<file path="src/rtl/atmega_btn_ctrl_pkg.sv">
// Shared definitions for the button controller: default IO register
// addresses, the register-select type and the per-channel event record.
// IFR/IMSK/RISE/FALL/PIN share one layout: bit n belongs to channel n.
// Optional feature macro: BTN_CTRL_AUTOREPEAT_EN (hold-to-repeat).
package atmega_btn_ctrl_pkg;

   localparam logic [7:0] PIN_ADDR_DEF  = 8'h23;
   localparam logic [7:0] IFR_ADDR_DEF  = 8'h24;
   localparam logic [7:0] IMSK_ADDR_DEF = 8'h25;
   localparam logic [7:0] RISE_ADDR_DEF = 8'h26;
   localparam logic [7:0] FALL_ADDR_DEF = 8'h27;

   typedef enum logic [2:0] {
      SEL_NONE,
      SEL_PIN,
      SEL_IFR,
      SEL_IMSK,
      SEL_RISE,
      SEL_FALL
   } reg_sel_e;

   // Single-cycle event pulses produced by one debounce channel.
   typedef struct packed {
      logic rise;   // stable went 0 -> 1 on this edge
      logic fall;   // stable went 1 -> 0 on this edge
      logic rep;    // hold-to-repeat boundary reached on this edge
   } ch_evt_t;

   // Map an IO address onto one of the controller's registers.
   function automatic reg_sel_e decode_addr(
      input logic [7:0] addr,
      input logic [7:0] pin_a,
      input logic [7:0] ifr_a,
      input logic [7:0] imsk_a,
      input logic [7:0] rise_a,
      input logic [7:0] fall_a
   );
      if (addr == pin_a)       return SEL_PIN;
      else if (addr == ifr_a)  return SEL_IFR;
      else if (addr == imsk_a) return SEL_IMSK;
      else if (addr == rise_a) return SEL_RISE;
      else if (addr == fall_a) return SEL_FALL;
      else                     return SEL_NONE;
   endfunction

endpackage

</file>
<file path="src/rtl/atmega_btn_ctrl_if.sv">
// IO bus bundle between the AVR core and the button controller.
// The core is the master; the controller is the slave and returns read
// data that is zero whenever it is not selected.
interface atmega_btn_ctrl_if;

   logic [7:0] addr;
   logic       wr;
   logic       rd;
   logic [7:0] bus_in;
   logic [7:0] bus_out;

   modport master (output addr, wr, rd, bus_in, input bus_out);
   modport slave  (input addr, wr, rd, bus_in, output bus_out);

endinterface

</file>
<file path="src/rtl/atmega_btn_ctrl_debounce.sv">
// One button channel: 2-FF synchroniser, polarity normalisation, tick-based
// debounce counter, edge pulses and (with BTN_CTRL_AUTOREPEAT_EN) the
// hold-to-repeat counter. Instantiated once per channel by atmega_btn_ctrl.
module btn_debounce_ch
   import atmega_btn_ctrl_pkg::*;
#(
   parameter bit ACTIVE_LOW   = 1'b1,
   parameter int DB_SAMPLES   = 8
`ifdef BTN_CTRL_AUTOREPEAT_EN
   ,
   parameter int REPEAT_DELAY = 400,
   parameter int REPEAT_RATE  = 100
`endif
) (
   input  logic    clk,
   input  logic    rst_n,
   input  logic    btn,
   input  logic    tick,
`ifdef BTN_CTRL_AUTOREPEAT_EN
   input  logic    rise_en,
`endif
   output logic    stable,
   output ch_evt_t evt
);

   localparam logic [3:0] DC_LAST = 4'(DB_SAMPLES - 1);

   logic       sync1;
   logic       sync2;
   logic       s;
   logic       stable_q;
   logic [3:0] dc;
   logic       accept;

   // Logical level: 1 means pressed regardless of pin polarity.
   assign s      = sync2 ^ ACTIVE_LOW;
   assign accept = (s != stable_q) && tick && (dc == DC_LAST);

   // Two-flop synchroniser; resets to the released pin level.
   always_ff @(posedge clk) begin
      // NOTE: state flops use non-blocking assignment so sync2 samples the
      // old sync1 value; a blocking '=' here would collapse the chain.
      if (!rst_n) begin
         sync1 <= ACTIVE_LOW;
         sync2 <= ACTIVE_LOW;
      end else begin
         sync1 <= btn;
         sync2 <= sync1;
      end
   end

   // Debounce: count ticks while s disagrees, accept after DB_SAMPLES ticks.
   always_ff @(posedge clk) begin
      if (!rst_n) begin
         stable_q <= 1'b0;
         dc       <= '0;
      end else if (s == stable_q) begin
         dc <= '0;
      end else if (tick) begin
         if (dc == DC_LAST) begin
            stable_q <= s;
            dc       <= '0;
         end else begin
            dc <= dc + 4'd1;
         end
      end
   end

   assign stable   = stable_q;
   assign evt.rise = accept & s;
   assign evt.fall = accept & ~s;

`ifdef BTN_CTRL_AUTOREPEAT_EN
   localparam logic [16:0] REP_FIRST = 17'(REPEAT_DELAY);
   localparam logic [16:0] REP_WRAP  = 17'(REPEAT_DELAY + REPEAT_RATE);

   logic [15:0] rc;
   logic [16:0] rc_inc;
   logic        rep_count;
   logic        rep_wrap;

   assign rc_inc    = {1'b0, rc} + 17'd1;
   assign rep_count = stable_q & rise_en & tick;
   assign rep_wrap  = (rc_inc == REP_WRAP);

   // Hold-time counter: cleared when released, restarts at the delay point
   // each time a rate period completes, and never wraps past all-ones.
   always_ff @(posedge clk) begin
      if (!rst_n || !stable_q) begin
         rc <= '0;
      end else if (rep_count && (rc != 16'hFFFF)) begin
         rc <= rep_wrap ? REP_FIRST[15:0] : rc_inc[15:0];
      end
   end

   assign evt.rep = rep_count & ((rc_inc == REP_FIRST) | rep_wrap);
`else
   assign evt.rep = 1'b0;
`endif

endmodule

</file>
<file path="src/rtl/atmega_btn_ctrl.sv">
// N-channel button controller on the AVR 8-bit IO bus: shared debounce
// prescaler, per-channel debounce instances and the PIN/IFR/IMSK/RISE/FALL
// register file with interrupt request.
// Optional feature macro: BTN_CTRL_AUTOREPEAT_EN (hold-to-repeat flags).
module atmega_btn_ctrl
   import atmega_btn_ctrl_pkg::*;
#(
   parameter int         CHANNELS        = 8,
   parameter int         TICK_DIV        = 16000,
   parameter int         DB_SAMPLES      = 8,
   parameter logic [7:0] ACTIVE_LOW_MASK = 8'hFF,
   parameter int         REPEAT_DELAY    = 400,
   parameter int         REPEAT_RATE     = 100,
   parameter logic [7:0] PIN_ADDR        = PIN_ADDR_DEF,
   parameter logic [7:0] IFR_ADDR        = IFR_ADDR_DEF,
   parameter logic [7:0] IMSK_ADDR       = IMSK_ADDR_DEF,
   parameter logic [7:0] RISE_ADDR       = RISE_ADDR_DEF,
   parameter logic [7:0] FALL_ADDR       = FALL_ADDR_DEF
) (
   input  logic                 clk,
   input  logic                 rst_n,
   atmega_btn_ctrl_if.slave     bus,
   input  logic [CHANNELS-1:0]  btn_in,
   output logic [CHANNELS-1:0]  btn_state,
   output logic                 intr,
   input  logic                 int_rst
);

   localparam int            PW         = (TICK_DIV > 1) ? $clog2(TICK_DIV) : 1;
   localparam logic [PW-1:0] PRESC_LAST = PW'(TICK_DIV - 1);

   logic [PW-1:0]       presc;
   logic                tick;
   logic [CHANNELS-1:0] stable;
   ch_evt_t             evt [CHANNELS];

   logic [CHANNELS-1:0] ifr;
   logic [CHANNELS-1:0] imsk;
   logic [CHANNELS-1:0] rise;
   logic [CHANNELS-1:0] fall;
   logic [CHANNELS-1:0] ifr_set;
   logic [CHANNELS-1:0] ifr_next;
   logic [CHANNELS-1:0] wdata;
   reg_sel_e            sel;
   logic [7:0]          rdata;

   assign tick = (presc == PRESC_LAST);

   // Free-running prescaler producing one tick per TICK_DIV clocks.
   always_ff @(posedge clk) begin
      if (!rst_n || tick) presc <= '0;
      else                presc <= presc + PW'(1);
   end

   for (genvar i = 0; i < CHANNELS; i++) begin : g_ch
      btn_debounce_ch #(
         .ACTIVE_LOW   (ACTIVE_LOW_MASK[i]),
         .DB_SAMPLES   (DB_SAMPLES)
`ifdef BTN_CTRL_AUTOREPEAT_EN
         ,
         .REPEAT_DELAY (REPEAT_DELAY),
         .REPEAT_RATE  (REPEAT_RATE)
`endif
      ) u_ch (
         .clk     (clk),
         .rst_n   (rst_n),
         .btn     (btn_in[i]),
         .tick    (tick),
`ifdef BTN_CTRL_AUTOREPEAT_EN
         .rise_en (rise[i]),
`endif
         .stable  (stable[i]),
         .evt     (evt[i])
      );
   end

   assign sel   = decode_addr(bus.addr, PIN_ADDR, IFR_ADDR, IMSK_ADDR,
                              RISE_ADDR, FALL_ADDR);
   assign wdata = bus.bus_in[CHANNELS-1:0];

   // Next IFR: clear by W1C and acknowledge, then OR in this edge's events.
   always_comb begin
      // NOTE: every always_comb output gets a default first so no path can
      // leave it unassigned and infer a latch.
      ifr_set  = '0;
      ifr_next = ifr;
      for (int i = 0; i < CHANNELS; i++) begin
         ifr_set[i] = (evt[i].rise & rise[i]) | (evt[i].fall & fall[i]) | evt[i].rep;
      end
      if (bus.wr && (sel == SEL_IFR)) ifr_next = ifr_next & ~wdata;
      if (int_rst)                    ifr_next = ifr_next & ~imsk;
      // Set is applied last so a same-edge hardware event always survives.
      ifr_next = ifr_next | ifr_set;
   end

   // Register file; PIN is read-only so writes to it fall through.
   always_ff @(posedge clk) begin
      if (!rst_n) begin
         ifr  <= '0;
         imsk <= '0;
         rise <= '1;
         fall <= '0;
      end else begin
         ifr <= ifr_next;
         if (bus.wr && (sel == SEL_IMSK)) imsk <= wdata;
         if (bus.wr && (sel == SEL_RISE)) rise <= wdata;
         if (bus.wr && (sel == SEL_FALL)) fall <= wdata;
      end
   end

   // Zero-latency read mux; drives 0 unless a mapped register is read.
   always_comb begin
      rdata = '0;
      if (bus.rd) begin
         unique case (sel)
            SEL_PIN:  rdata[CHANNELS-1:0] = stable;
            SEL_IFR:  rdata[CHANNELS-1:0] = ifr;
            SEL_IMSK: rdata[CHANNELS-1:0] = imsk;
            SEL_RISE: rdata[CHANNELS-1:0] = rise;
            SEL_FALL: rdata[CHANNELS-1:0] = fall;
            default:  rdata = '0;
         endcase
      end
   end

   assign bus.bus_out = rdata;
   assign btn_state   = stable;
   assign intr        = |(ifr & imsk);

endmodule

</file>
<file path="src/flat_wrapper.sv">
// flat-port wrapper written by rule: the top's interface ports become plain ports
module atmega_btn_ctrl_flat import atmega_btn_ctrl_pkg::*;
#(
   parameter int         CHANNELS        = 8,
   parameter int         TICK_DIV        = 16000,
   parameter int         DB_SAMPLES      = 8,
   parameter logic [7:0] ACTIVE_LOW_MASK = 8'hFF,
   parameter int         REPEAT_DELAY    = 400,
   parameter int         REPEAT_RATE     = 100,
   parameter logic [7:0] PIN_ADDR        = PIN_ADDR_DEF,
   parameter logic [7:0] IFR_ADDR        = IFR_ADDR_DEF,
   parameter logic [7:0] IMSK_ADDR       = IMSK_ADDR_DEF,
   parameter logic [7:0] RISE_ADDR       = RISE_ADDR_DEF,
   parameter logic [7:0] FALL_ADDR       = FALL_ADDR_DEF
)
  (clk, rst_n, btn_in, btn_state, intr, int_rst, bus_addr, bus_wr, bus_rd, bus_bus_in, bus_bus_out);
  atmega_btn_ctrl_if bus_i ();
  input  logic clk;
  input  logic rst_n;
  input  logic [CHANNELS-1:0] btn_in;
  output logic [CHANNELS-1:0] btn_state;
  output logic intr;
  input  logic int_rst;
  input wire logic [$bits(bus_i.addr)-1:0] bus_addr;
  input wire logic [$bits(bus_i.wr)-1:0] bus_wr;
  input wire logic [$bits(bus_i.rd)-1:0] bus_rd;
  input wire logic [$bits(bus_i.bus_in)-1:0] bus_bus_in;
  output wire logic [$bits(bus_i.bus_out)-1:0] bus_bus_out;
  assign bus_i.addr = bus_addr;
  assign bus_i.wr = bus_wr;
  assign bus_i.rd = bus_rd;
  assign bus_i.bus_in = bus_bus_in;
  assign bus_bus_out = bus_i.bus_out;
  atmega_btn_ctrl #(.CHANNELS(CHANNELS), .TICK_DIV(TICK_DIV), .DB_SAMPLES(DB_SAMPLES), .ACTIVE_LOW_MASK(ACTIVE_LOW_MASK), .REPEAT_DELAY(REPEAT_DELAY), .REPEAT_RATE(REPEAT_RATE), .PIN_ADDR(PIN_ADDR), .IFR_ADDR(IFR_ADDR), .IMSK_ADDR(IMSK_ADDR), .RISE_ADDR(RISE_ADDR), .FALL_ADDR(FALL_ADDR)) u_core (.clk(clk), .rst_n(rst_n), .bus(bus_i), .btn_in(btn_in), .btn_state(btn_state), .intr(intr), .int_rst(int_rst));
endmodule
</file>
<file path="config.mk">
export PLATFORM = sky130hd
export DESIGN_NAME = atmega_btn_ctrl_flat
export DESIGN_NICKNAME = d
export VERILOG_FILES = /design/src/rtl/atmega_btn_ctrl_pkg.sv /design/src/rtl/atmega_btn_ctrl_if.sv /design/src/rtl/atmega_btn_ctrl_debounce.sv /design/src/rtl/atmega_btn_ctrl.sv /design/src/flat_wrapper.sv
export SDC_FILE = /design/constraint.sdc
export NUM_CORES = 1
export LEC_CHECK = 0
export CAP_MARGIN = 25
export CELL_PAD_IN_SITES_DETAIL_PLACEMENT = 0
export CELL_PAD_IN_SITES_GLOBAL_PLACEMENT = 2
export CORE_MARGIN = 1
export CORE_UTILIZATION = 38
export CTS_CLUSTER_DIAMETER = 80
export DETAILED_ROUTE_END_ITERATION = 10
export PLACE_DENSITY_LB_ADDON = 0.1
export SLEW_MARGIN = 20
export SYNTH_ARGS = -nofsm -noshare
export SYNTH_HDL_FRONTEND = slang
export SYNTH_HIERARCHICAL = 1
export SYNTH_SLANG_ARGS = --single-unit
export TNS_END_PERCENT = 50
</file>
<file path="constraint.sdc">
create_clock -name clk -period 15.6 [get_ports clk]
set_input_delay 3.12 -clock clk [delete_from_list [all_inputs] [get_ports clk]]
set_output_delay 3.12 -clock clk [all_outputs]
set_load 0.02 [all_outputs]
</file>
## After elaboration in Yosys (flattened, before gate mapping)

Index checks and enable logic that the tools add are counted.

- Flip-flop bits (word level): 102
- Input bits: 29

- Bitwise gates (word level): 63
- Eq/ne operators: 35
- Add/sub/neg operators: 9
- Reduce and logical (&&, ||, !) cells: 39
- Multiplexer cells: 17

Operators by type and width:

| operator | number |
|---|---|
| equality test 8 x 6 -> 1 bit, second input constant | 5 |
| one-hot mux 8 bit (5 select lines) | 1 |
| adder 4 x 1 -> 4 bit, second input constant | 8 |
| AND 1 bit | 32 |
| equality test 4 x 3 -> 1 bit, second input constant | 8 |
| 2-to-1 mux 4 bit | 8 |
| AND 8 bit | 3 |
| 2-to-1 mux 8 bit | 3 |
| AND reduction 3 bit | 8 |
| logical AND 1 bit | 20 |
| inverter 1 bit | 17 |
| inverter 8 bit | 2 |
| OR reduction 2 bit | 8 |
| 2-to-1 mux 3 bit | 5 |
| adder 14 x 1 -> 14 bit, second input constant | 1 |
| equality test 14 bit, second input constant | 1 |
| equality test 1 bit | 8 |
| != test 1 bit | 8 |
| bitwise OR 1 bit | 8 |
| bitwise OR 8 bit | 1 |
| OR reduction 8 bit | 1 |
| equality test 3 x 2 -> 1 bit, second input constant | 2 |
| equality test 3 bit, second input constant | 2 |
| equality test 3 x 1 -> 1 bit, second input constant | 1 |
| 2 further kinds | 2 |

## Longest topological paths before layout

- Word-level depth: 12
- Gate-level depth with buffers: 7
- Depth with buffers taken out: 7

## By module

Netlist, hierarchy kept.

By module, submodules not included:

| module | instances | cells each | area an instance (sq um) |
|---|---|---|---|
| btn_debounce_ch | 8 | 32 | 307.8 |
| atmega_btn_ctrl | 1 | 277 | 2342.2 |

## Worst setup path after synthesis

Ideal clock, no wire load.

- Kind: input to output
- From: input bus_addr[4]
- To: output bus_bus_out[0]
- Slack: 8.085 ns
- Arrival: 4.395 ns
- Stages: 5
- Required time: 12.480 ns
- Buffers on the path: 1
- Path through: nor3b_4 o21ai_2 or4b_4 buf_6 nor2_1

- Word-level cells in the longest chain between the ends: 9
- Elaborated cells on any way between the ends: 17
- Classes of those cells: 10 x eq/ne; 7 x mux

Ends and longest elaborated chain:

| element | RTL line | source |
|---|---|---|
| start: declaration | flat_wrapper.sv:24 | `input wire logic [$bits(bus_i.addr)-1:0] bus_addr;` |
| equality test 8 x 6 -> 1 bit | atmega_btn_ctrl_pkg.sv:42 | `else if (addr == fall_a) return SEL_FALL;` |
| 2-to-1 mux 3 bit | atmega_btn_ctrl_pkg.sv:42 |  |
| 2-to-1 mux 3 bit | atmega_btn_ctrl_pkg.sv:41 | `else if (addr == rise_a) return SEL_RISE;` |
| 2-to-1 mux 3 bit | atmega_btn_ctrl_pkg.sv:40 | `else if (addr == imsk_a) return SEL_IMSK;` |
| 2-to-1 mux 3 bit | atmega_btn_ctrl_pkg.sv:39 | `else if (addr == ifr_a) return SEL_IFR;` |
| 2-to-1 mux 3 bit * | atmega_btn_ctrl_pkg.sv:38 | `if (addr == pin_a) return SEL_PIN;` |
| equality test 3 bit (tied with other cells) | atmega_btn_ctrl.sv:115 | `unique case (sel)` |
| one-hot mux 8 bit (5 select lines) * | atmega_btn_ctrl.sv:115 |  |
| 2-to-1 mux 8 bit * | atmega_btn_ctrl.sv:114 | `if (bus.rd) begin` |
| end: declaration | flat_wrapper.sv:28 | `output wire logic [$bits(bus_i.bus_out)-1:0] bus_bus_out;` |

Mark *: on every way between the ends. The rest lies on a longest branch, timed or not.

## Worst setup path in the final report

- From: input bus_addr[2]
- To: output bus_bus_out[3]

Same word-level chain as after synthesis.

==> results.md <==
- The run finished with clean final reports.
- The tightest min-delay check is of the register to register type.
- The routed length per placed instance is about 14 microns.
- The violation count after the first detailed-routing iteration is 216.
- Setup violations remaining at the end of the flow were counted as 0.
- The instance area after placement is 5364 sq um.
- The worst voltage drop across the vdd grid is between 0.05 and 0.06 mV.
- Across all register-to-register paths, the minimum setup slack is roughly 13 ns.
- The number of pins with negative max-slew slack in the final report was 0.
- The buffer cell driving the clock tree root is sky130_fd_sc_hd__clkbuf_16.
- The sequential cell area fraction in the yosys report is 0.4250.
- The sequential cells in the finished layout cover a total of approximately 2000 sq um.
- The type of element capturing the critical path is a primary output.
- For this run the aggregate overflow at the end of global routing stands at 0.
- The net count after synthesis is 571.
- The overall die width is between 100 and 150 microns.
- The endpoint identified for the worst register-to-register timing path is u_core/ifr[5].
- For the worst setup path, the data arrival time is between 5 and 6 ns.
- The number of antenna repair diodes is 0.
- The worst hold path begins at u_core/g_ch[4].u_ch/sync1.
- The worst slew slack as a fraction of its limit is 0.4508.
- In this run, CTS created clock tree buffers numbering 9.
- The via count of the first global-routing pass was approximately 3500.
- The largest fanout on the critical path is 12.
- The cell depth of the worst hold path is 1.
- By count the netlist is led by 102 x sky130_fd_sc_hd__dfxtp_1, 67 x sky130_fd_sc_hd__nand2_1, 46 x sky130_fd_sc_hd__nor2_1.
- The maximum clock insertion buffer count is 2.
- STA puts the critical path data required time at 12.48 ns.
- The clock skew after layout is about 0.0054 ns.
- The H-tree level count is 3.
- The clock slew at the register clock pins of the worst setup and hold paths is ~0.060 ns.
- After floorplanning, the core was divided into 40 placement rows.
- The TritonCTS clock tree is built.
- For the pin with the worst max-slew slack, the measured transition is 0.8239 ns.
- The total setup buffers inserted after CTS is 0.
- The multi-input combinational cells in the finished layout cover a total of roughly 2600 sq um.
- Measured along the y axis, the die boundary spans between 100 and 150 microns.
- The global-route wire length before repair is 17480 microns.
- sky130_fd_sc_hd__dfxtp_1 takes more of the synthesized area than any other cell.
- The worst path in the final design needs a cycle of between 8 and 9 ns, including I/O delays and setup.
- The number of remaining DRC errors is 0.
- The tool flagged a number of max-cap violations equal to 0.
- After technology mapping, the gate count stands at roughly 530.
- The critical path class is primary input to primary output.
- Pin placement for this block handled 46 I/O pins.
- Power spread over the standard cell area amounts to between 90 and 100 nW/um^2.
- The timing-limited maximum frequency is 111.9 MHz.
- Setup repair after global routing left no endpoint under its margin.
- The detail route stage leaves a number of antenna-violating nets equal to 0.
- For this block, the routed nets add up to approximately 10000 microns of wire.
- The origin of the worst setup path is bus_addr[2].
- The critical register-to-register path startpoint is u_core/presc[0].
- The floorplan step defined a die boundary enclosing ~13000 sq um.
- The synthesized area per cell is between 9 and 10 sq um.
- For this run, the leading register cell type out of synthesis is sky130_fd_sc_hd__dfxtp_1.
- The synthesis warning total is 6.
- The number of different library cells used by synthesis comes to 43.
- Sorting the synthesized cells by area gives the leading types as sky130_fd_sc_hd__dfxtp_1 43%, sky130_fd_sc_hd__nand2_1 5.2%, sky130_fd_sc_hd__mux2i_1 5.0%.
- The routed layout has 3705 vias.
- The count of buffers from port buffering is 45.
- In this run the static leakage power is roughly 2.1 nW.
- The setup TNS is 0 ns.
- At the end of routability-driven placement, the weighted congestion stood at roughly 0.76.
- For this run, asynchronously set or reset flops after synthesis account for 0.
- After floorplanning, the core was sized to cover 12160 sq um.
- The final clock period utilization by the worst path is 0.5730.
- After legalization and detailed placement, the total HPWL measured 7087 microns.
- The utilization after layout is 0.4659.
- The maximum number of pins on one net before global-route repair is 78.
- The number of failing hold endpoints at the final stage came to 0.
- Of the cells placed in the final design, the portion with a size suffix greater than 1 is 0.07317.
- The worst reg2reg path depth is 8.
- For the worst-skew pair, the clock arrives at the later sink with an insertion delay of 0.35 ns.
- The number of fill cells is between 1000 and 1500.
- The first-pass iteration count of the detailed router is 6.
- The total non-filler cell area in the finished layout is roughly 5700 sq um.
- Counting every sink on the clock net gives between 100 and 150.
- The kind of start point of the critical path is a primary input.
- sky130_fd_sc_hd__dfxtp_1 is the most common cell in the netlist.
- The final net count is between 600 and 700.
- The number of antenna violations at the first check in global routing is 0.
- For hold timing, the worst endpoint is u_core/g_ch[4].u_ch/sync2.
- The initial cell density of the core is 0.3951.
- The number of enable-type register cells in the synthesized netlist is 0.
- The share of synthesized area in the top cell type comes to 0.4250.
- The summed instance area of the synthesized netlist is around 4800 sq um.
- Compared with the post-synthesis result, the final layout area differs by 17.94%.
- The number of buffers inserted by hold repair at cts is 0.
- In the global route stage, overall resource usage came out at 0.1727.
- The number of resized instances in the post-cts repair step is 0.
- Synthesis inferred 102 register bits.
- The vias per cell is approximately 5.0.
[state kept, by name, summed over array words and instances, names as in the netlist]
name / cells
u_core/presc: 14
u_core/imsk: 8
u_core/fall: 8
u_core/g_ch.u_ch/sync2: 8
u_core/g_ch.u_ch/sync1: 8
u_core/g_ch.u_ch/dc: 32
u_core/g_ch.u_ch/stable: 8
u_core/ifr: 8
u_core/rise: 8
[area by class of cell]
class	instances	share of cell area
multi-input combinational	405	0.4639
inverter	2	0.001325
timing repair buffer	49	0.08390
clock buffer	13	0.04593
tap	168	0.03709
clock inverter	3	0.007507
sequential	102	0.3603
[stage by stage]
step / worst slack, ns / instances / power (mW) / hold WS, ns
after floorplan: 8.085 / 533 / 0.2901 / 0.3863
after global placement: 6.729 / 726 / 0.3019 / 0.3900
after detailed placement: 6.688 / 726 / 0.3023 / 0.3958
after CTS: 6.688 / 742 / 0.5355 / 0.4112
after global routing: 6.595 / 742 / 0.5479 / 0.4224
final: 6.661 / 742 / 0.5250 / 0.4087
[worst max path at each step]
stage	endpoint	depth (start not counted)	slack (ns)
2_1_floorplan	bus_bus_out[0]	5	8.09
5_1_grt	bus_bus_out[3]	6	6.59
3_3_place_gp	bus_bus_out[3]	6	6.73
4_1_cts	bus_bus_out[3]	6	6.69
3_5_place_dp	bus_bus_out[3]	6	6.69
6_report	bus_bus_out[3]	6	6.66
[critical path: stages]
cell and delay (ns):
sky130_fd_sc_hd__clkdlybuf4s50_1 0.88, sky130_fd_sc_hd__nor2b_1 0.68, sky130_fd_sc_hd__a22o_1 0.26, sky130_fd_sc_hd__a21oi_1 0.07, sky130_fd_sc_hd__nor2_1 0.17, sky130_fd_sc_hd__clkdlybuf4s50_1 0.63
[report_power, final]
part / leakage [nW] / internal (mW) / switching [mW]
logic: 1.16 / 0.0144 / 0.0146
clock network: 0.146 / 0.133 / 0.0956
registers: 0.829 / 0.264 / 0.00285
total: 2.13 / 0.412 / 0.113
[kinds of logic after synthesis]
logic type      synth area share
mux                      0.06875
compound gates            0.1247
buf+inv                  0.02917
fa+ha+maj                0.02344
flops                     0.4250
other cells             0.006250
xor+xnor                 0.05104
simple gates              0.2716
[cell usage in the layout, fill, tap and decap left out, types with 9 or more instances in the layout]
master / count
sky130_fd_sc_hd__a21oi_1: 24
sky130_fd_sc_hd__and3_1: 10
sky130_fd_sc_hd__clkbuf_16: 9
sky130_fd_sc_hd__clkdlybuf4s50_1: 44
sky130_fd_sc_hd__dfxtp_1: 102
sky130_fd_sc_hd__ha_1: 9
sky130_fd_sc_hd__mux2i_1: 24
sky130_fd_sc_hd__nand2_1: 67
sky130_fd_sc_hd__nand2b_1: 25
sky130_fd_sc_hd__nand3_1: 19
sky130_fd_sc_hd__nand3b_1: 16
sky130_fd_sc_hd__nand4_1: 14
sky130_fd_sc_hd__nor2_1: 46
sky130_fd_sc_hd__o21ai_0: 16
sky130_fd_sc_hd__xnor2_1: 17
sky130_fd_sc_hd__xor2_1: 11
[routing by layer]
layer / vias up / wire length [microns] / track usage
met5: - / 0 / 0
li1: 1937 / - / -
met4: 0 / 113 / 0.05195
met3: 10 / 444 / 0.05241
met2: 46 / 4506 / 0.2655
met1: 1712 / 5386 / 0.2325
No activity file was read; power rests on OpenSTA's default activity.
